### config.mk
export PLATFORM = sky130hd
export DESIGN_NAME = output_interface_flat
export DESIGN_NICKNAME = d
export VERILOG_FILES = /design/src/rtl/aes_io_pkg.sv /design/src/rtl/output_interface_if.sv /design/src/rtl/byte_serializer.sv /design/src/rtl/output_interface.sv /design/src/flat_wrapper.sv
export SDC_FILE = /design/constraint.sdc
export NUM_CORES = 1
export LEC_CHECK = 0
export BUFFER_PORTS_ARGS = -buffer_cell sky130_fd_sc_hd__buf_4
export CAP_MARGIN = 20
export CORE_MARGIN = 10
export CORE_UTILIZATION = 56
export CTS_BUF_LIST = sky130_fd_sc_hd__clkbuf_8
export CTS_CLUSTER_DIAMETER = 80
export DETAILED_ROUTE_END_ITERATION = 16
export PLACE_DENSITY = 0.82
export SKIP_CTS_REPAIR_TIMING = 1
export SYNTH_ARGS = -nofsm -noshare
export SYNTH_HDL_FRONTEND = slang
export SYNTH_SLANG_ARGS = --single-unit
### constraint.sdc
create_clock -name clk -period 1.9 [get_ports clk]
set_clock_uncertainty 0.1 [all_clocks]
set_input_delay 0.38 -clock clk [delete_from_list [all_inputs] [get_ports clk]]
set_output_delay 0.38 -clock clk [all_outputs]
set_load 0.1 [all_outputs]
### src/rtl/aes_io_pkg.sv
// Shared widths, index type and output-side state encodings for the AES
// output path.
package aes_io_pkg;

  localparam int BYTE_W = 8;
  localparam int BLK_W  = 128;
  localparam int NBYTES = 16;
  localparam int CNT_W  = $clog2(NBYTES);

  typedef logic [BYTE_W-1:0] byte_t;
  typedef logic [BLK_W-1:0]  block_t;
  typedef logic [CNT_W-1:0]  cnt_t;

  localparam cnt_t LAST_IDX = cnt_t'(NBYTES - 1);

  localparam logic [0:0] S_IDLE = 1'b0;
  localparam logic [0:0] S_SEND = 1'b1;

endpackage

### src/rtl/output_interface_if.sv
// Bundle between the AES engine / host side and the output serializer.
// The master drives done/cipher/rd; the slave returns the byte stream and status.
interface output_interface_if;
  import aes_io_pkg::*;

  logic   transformer_done;
  block_t cipher_in;
  logic   rd;
  byte_t  dout;
  logic   dout_valid;
  logic   dout_last;
  logic   avail;
  logic   overrun;

  modport master (
    output transformer_done, cipher_in, rd,
    input  dout, dout_valid, dout_last, avail, overrun
  );

  modport slave (
    input  transformer_done, cipher_in, rd,
    output dout, dout_valid, dout_last, avail, overrun
  );

endinterface

### src/rtl/byte_serializer.sv
// Holds one 128-bit block and emits it one byte per pop, MSB byte first.
// A load on the same edge as a pop emits from the old block, then replaces it.
module byte_serializer
  import aes_io_pkg::*;
(
  input  logic   clk,
  input  logic   rst_,
  input  logic   i_load,
  input  block_t i_block,
  input  logic   i_pop,
  output byte_t  o_dout,
  output logic   o_valid,
  output logic   o_last,
  output logic   o_at_last
);

  block_t r_buf;
  cnt_t   r_cnt;
  byte_t  r_dout;
  logic   r_valid;
  logic   r_last;

  byte_t  w_bytes [NBYTES];
  logic   w_at_last;

  // Byte 0 is the most significant byte of the block.
  generate
    for (genvar gi = 0; gi < NBYTES; gi++) begin : g_bytes
      assign w_bytes[gi] = r_buf[BLK_W-1-gi*BYTE_W -: BYTE_W];
    end
  endgenerate

  assign w_at_last = (r_cnt == LAST_IDX);

  always_ff @(posedge clk or negedge rst_) begin
    if (!rst_) begin
      r_buf   <= '0;
      r_cnt   <= '0;
      r_dout  <= '0;
      r_valid <= 1'b0;
      r_last  <= 1'b0;
    end else begin
      r_valid <= i_pop;
      r_last  <= i_pop & w_at_last;
      if (i_pop) begin
        r_dout <= w_bytes[r_cnt];
        r_cnt  <= r_cnt + cnt_t'(1);
      end
      if (i_load) begin
        r_buf <= i_block;
        r_cnt <= '0;
      end
    end
  end

  assign o_dout    = r_dout;
  assign o_valid   = r_valid;
  assign o_last    = r_last;
  assign o_at_last = w_at_last;

endmodule

### src/rtl/output_interface.sv
// Captures an AES result on each rising edge of transformer_done and streams
// it to the host one byte per rd, flagging results dropped while one is pending.
module output_interface
  import aes_io_pkg::*;
(
  input  logic               clk,
  input  logic               rst_,
  output_interface_if.slave  bus
);

  logic       r_done_q;
  logic [0:0] r_state;
  logic [0:0] w_state_next;
  logic       r_overrun;

  logic       w_edge;
  logic       w_sending;
  logic       w_pop;
  logic       w_at_last;
  logic       w_last_pop;
  logic       w_load;
  logic       w_drop;
  byte_t      w_dout;
  logic       w_valid;
  logic       w_last;

  assign w_edge     = bus.transformer_done & ~r_done_q;
  assign w_sending  = (r_state == S_SEND);
  assign w_pop      = w_sending & bus.rd;
  assign w_last_pop = w_pop & w_at_last;
  // The final pop frees the buffer on the same edge, so a coincident result is kept.
  assign w_load     = w_edge & (~w_sending | w_last_pop);
  assign w_drop     = w_edge & w_sending & ~w_last_pop;

  always_comb begin
    w_state_next = r_state;
    case (r_state)
      S_IDLE:  if (w_load) w_state_next = S_SEND;
      S_SEND:  if (w_last_pop && !w_load) w_state_next = S_IDLE;
      default: w_state_next = S_IDLE;
    endcase
  end

  // Done copy resets high so a level already at 1 after reset is not an edge.
  always_ff @(posedge clk or negedge rst_) begin
    if (!rst_) begin
      r_done_q  <= 1'b1;
      r_state   <= S_IDLE;
      r_overrun <= 1'b0;
    end else begin
      r_done_q <= bus.transformer_done;
      r_state  <= w_state_next;
      if (w_drop) r_overrun <= 1'b1;
    end
  end

  byte_serializer u_ser (
    .clk       (clk),
    .rst_      (rst_),
    .i_load    (w_load),
    .i_block   (bus.cipher_in),
    .i_pop     (w_pop),
    .o_dout    (w_dout),
    .o_valid   (w_valid),
    .o_last    (w_last),
    .o_at_last (w_at_last)
  );

  assign bus.dout       = w_dout;
  assign bus.dout_valid = w_valid;
  assign bus.dout_last  = w_last;
  assign bus.avail      = w_sending;
  assign bus.overrun    = r_overrun;

endmodule

### src/flat_wrapper.sv
// flat-port wrapper written by rule: the top's interface ports become plain ports
module output_interface_flat import aes_io_pkg::*;
  (clk, rst_, bus_transformer_done, bus_cipher_in, bus_rd, bus_dout, bus_dout_valid, bus_dout_last, bus_avail, bus_overrun);
  output_interface_if bus_i ();
  input  logic clk;
  input  logic rst_;
  input wire logic [$bits(bus_i.transformer_done)-1:0] bus_transformer_done;
  input wire logic [$bits(bus_i.cipher_in)-1:0] bus_cipher_in;
  input wire logic [$bits(bus_i.rd)-1:0] bus_rd;
  output wire logic [$bits(bus_i.dout)-1:0] bus_dout;
  output wire logic [$bits(bus_i.dout_valid)-1:0] bus_dout_valid;
  output wire logic [$bits(bus_i.dout_last)-1:0] bus_dout_last;
  output wire logic [$bits(bus_i.avail)-1:0] bus_avail;
  output wire logic [$bits(bus_i.overrun)-1:0] bus_overrun;
  assign bus_i.transformer_done = bus_transformer_done;
  assign bus_i.cipher_in = bus_cipher_in;
  assign bus_i.rd = bus_rd;
  assign bus_dout = bus_i.dout;
  assign bus_dout_valid = bus_i.dout_valid;
  assign bus_dout_last = bus_i.dout_last;
  assign bus_avail = bus_i.avail;
  assign bus_overrun = bus_i.overrun;
  output_interface u_core (.clk(clk), .rst_(rst_), .bus(bus_i));
endmodule
==> results.yml <==
layout:
  post-route-util_pct: 76.3
  area_growth_pct: 33.5
  final_nets: 770
  diodes: 0
  final_cells: 793
  nFillCells: 703
  drive_gt1_share_pct: 45.4
timing:
  tightest_slew_ns: 0.586
  fin_ws_ns: -0.0366
  rsz0062_at_grt: "yes"
  setup_viol: 53
  fin_setup_tns_ns: -0.594
  period_share_pct: 102
  period_needed_ns: 1.94
  finalHoldViolations: 0
  slew_headroom_pct: 60.7
  max_clock_freq_mhz: 516
  slew_violations: 0
critical_path:
  crit_end: "u_core.u_ser.r_buf[97]"
  crit_arrival_ns: 2.17
  rr_endpoint: "u_core.u_ser.r_buf[97]"
  rrSetupSlack_ns: -0.04
  r2r_start: "u_core.u_ser.r_cnt[1]"
  cp-end-kind: "register"
  setup.worst_path.start_class: "register"
  reg2regPathDepth: 6
  crit_start: "u_core.u_ser.r_cnt[1]"
  worst_ep_required_time_ns: 2.14
  crit_type: "reg2reg"
  crit_fanout: 9
logic_synthesis:
  avgSynthCellArea_um2: 14.0
  postSynthCellCount: 466
  async_flop_share_pct: 100
  ys.flop_type: "dfrtp_1"
  synth.top_cells.by_count: "144 x dfrtp_1, 76 x mux2_1, 57 x mux2i_1"
  synth_area_leaders: "dfrtp_1 55%, mux2_1 13%, mux2_2 9.0%"
  syn-cell-area_mm2: 0.00650
  yosysTopAreaCellShare_pct: 55.4
  synth_nets: 599
  yosysSeqAreaShare_pct: 55.8
  yosysTopAreaCell: "dfrtp_1"
  synth.yosys.warnings: 0
  synth-seq-cells: 145
  synth_most_common_cell: "dfrtp_1"
  synth.distinct_cells: 30
  synth_edf_count: 0
power_and_ir_drop:
  p_leak_nw: 4.11
  combPwrFrac_pct: 43.7
  sw_frac_of_total_pct: 37.2
  power_density_mw_per_mm2: 1560
  vdd_ir_drop_max_mv: 1.11
  power_frac_clock_pct: 16.3
  p_sw_mw: 5.04
  seqPwrFrac_pct: 40.1
  intPower_mw: 8.51
floorplanning:
  core-area_mm2: 0.0114
  die_h_um: 128
  num_rows: 39
  initial_core_util_pct: 57.2
  io_pins: 144
  die_width_um: 128
  die_area_mm2: 0.0163
routing:
  dr.pass1.iters: 6
  routed_wl_um: 18100
  drt.antenna.violating_nets: 0
  drc: 0
  drt-vias-per-instance: 5.81
  drtIter0Drc: 506
  num_vias: 4607
  routedWlPerCell_um: 22.9
placed_design:
  dpl.hpwl_um: 12400
  portBuffers: 143
  gp_congestion: 0.840
  post-place-ws_ns: -0.0685
  place_inst: 745
status:
  failed_checks: "negative setup slack"
  status: "complete, but fails checks"
clock_network:
  clkTransAtPathRegs_ns: 0.08
  clockRootBuffer: "clkbuf_8"
  cts_max_path_buffers: 2
  cts_num_sinks: 145
  clk_latency_ns: 0.45
  cts_max_level: 4
  cts_tree: "yes"
  cts_buffers: 17
worst_hold_path:
  hold_depth: 2
  min_path_type: "in2reg"
  holdCritStartpoint: "bus_cipher_in[54]"
grt:
  antenna_found_initial: 0
  grt-ovfl-total: 0
  grt_pass1_vias: 4767
  track_usage_pct: 20.0
  grt_pass1_wl_um: 25400
  grt_max_degree: 57
job:
  maxCapViolCount: 0
==> how the worst min path moves through the flow <==
| stage | to | slack [ns] |
|---|---|---|
| after floorplan | u_core.bus.avail | -0.02 |
| after global placement | u_core.u_ser.r_buf[69] | 0.22 |
| after detailed placement | u_core.u_ser.r_buf[83] | 0.22 |
| after CTS | u_core.u_ser.r_buf[80] | -0.27 |
| after global routing | u_core.u_ser.r_buf[26] | 0.02 |
| final | u_core.u_ser.r_buf[54] | 0.04 |
==> metal layers <==
layer | track usage, % | wire, um | up-vias
li1 | - | - | 2035
met1 | 24.4 | 7460 | 2329
met2 | 32.9 | 9100 | 212
met3 | 6.29 | 1260 | 31
met4 | 6.82 | 319 | 0
met5 | 0 | 0 | -
==> cell usage in the layout (no fill, tap or decap), types with 2 or more instances in the layout <==
master / netlist / final
a21oi_1: 15 / 15
a22oi_1: 14 / 14
buf_12: 0 / 8
buf_4: 4 / 155
buf_6: 10 / 7
buf_8: 0 / 3
clkbuf_16: 0 / 6
clkbuf_8: 0 / 23
clkinv_2: 0 / 3
dfrtp_1: 144 / 142
dlygate4sd3_1: 0 / 2
inv_1: 1 / 6
mux2_1: 76 / 54
mux2_2: 52 / 31
mux2_4: 0 / 43
mux2i_1: 57 / 57
mux4_2: 4 / 4
nand2_1: 28 / 28
nand3_1: 23 / 23
nor2_1: 5 / 5
xor2_1: 2 / 2
==> registers in the layout (all words and copies together), names as in the netlist <==
register,cells
u_core.u_ser.r_buf,128
u_core.u_ser.o_dout,8
u_core.u_ser.r_cnt,4
u_core.bus.avail,1
u_core.bus.overrun,1
u_core.r_done_q,1
u_core.u_ser.o_last,1
u_core.u_ser.o_valid,1
==> cell type report <==
cell class | count | area [um^2] | share of cell area [%]
flip-flops and latches | 145 | 3630 | 41.9
repair buffers | 182 | 1650 | 19.0
clock inverters | 9 | 41.3 | 0.476
inverters | 1 | 3.75 | 0.0432
well taps | 143 | 179 | 2.06
multi-input cells | 290 | 2860 | 32.9
clock buffers | 23 | 317 | 3.65
==> cells by family (layout without fill, tap and decap cells) <==
kind of cell | count (synthesis) | after routing | share of synthesized area, %
multiplexers | 189 | 189 | 32.3
flip-flops | 145 | 145 | 55.8
AND/OR/NAND/NOR | 64 | 64 | 4.56
AO/OA/AOI/OAI | 33 | 33 | 3.27
buffers and inverters | 31 | 215 | 3.42
XOR/XNOR | 3 | 3 | 0.404
adder cells (fa/ha/maj) | 1 | 1 | 0.192
==> through the flow <==
step | total power [mW] | area, um^2 | hold WS [ns]
6_report | 13.5 | 8680 | 0.0430
5_1_grt | 14.2 | 8680 | 0.0237
4_1_cts | 12.8 | 8160 | -0.267
3_5_place_dp | 10.6 | 7800 | 0.215
3_3_place_gp | 10.4 | 7800 | 0.215
2_1_floorplan | 8.90 | 6500 | -0.0156
==> worst max-delay path, cell delays in order, from the launching register on <==
cell and delay, ns:
dfrtp_4 0.43, ha_4 0.15, nand4_4 0.11, a21oi_4 0.29, buf_12 0.21, buf_6 0.16
mux2_1 0.35
==> power groups by stage <==
stage	Combinational (mW)	Sequential [mW]	Clock [mW]
2_1_floorplan	3.15	5.76	0
3_3_place_gp	5.09	5.29	0
3_5_place_dp	5.23	5.39	0
4_1_cts	5.25	5.33	2.20
5_1_grt	6.30	5.57	2.36
6_report	5.92	5.43	2.20
Note: power is estimated with default switching activity, not from simulation.
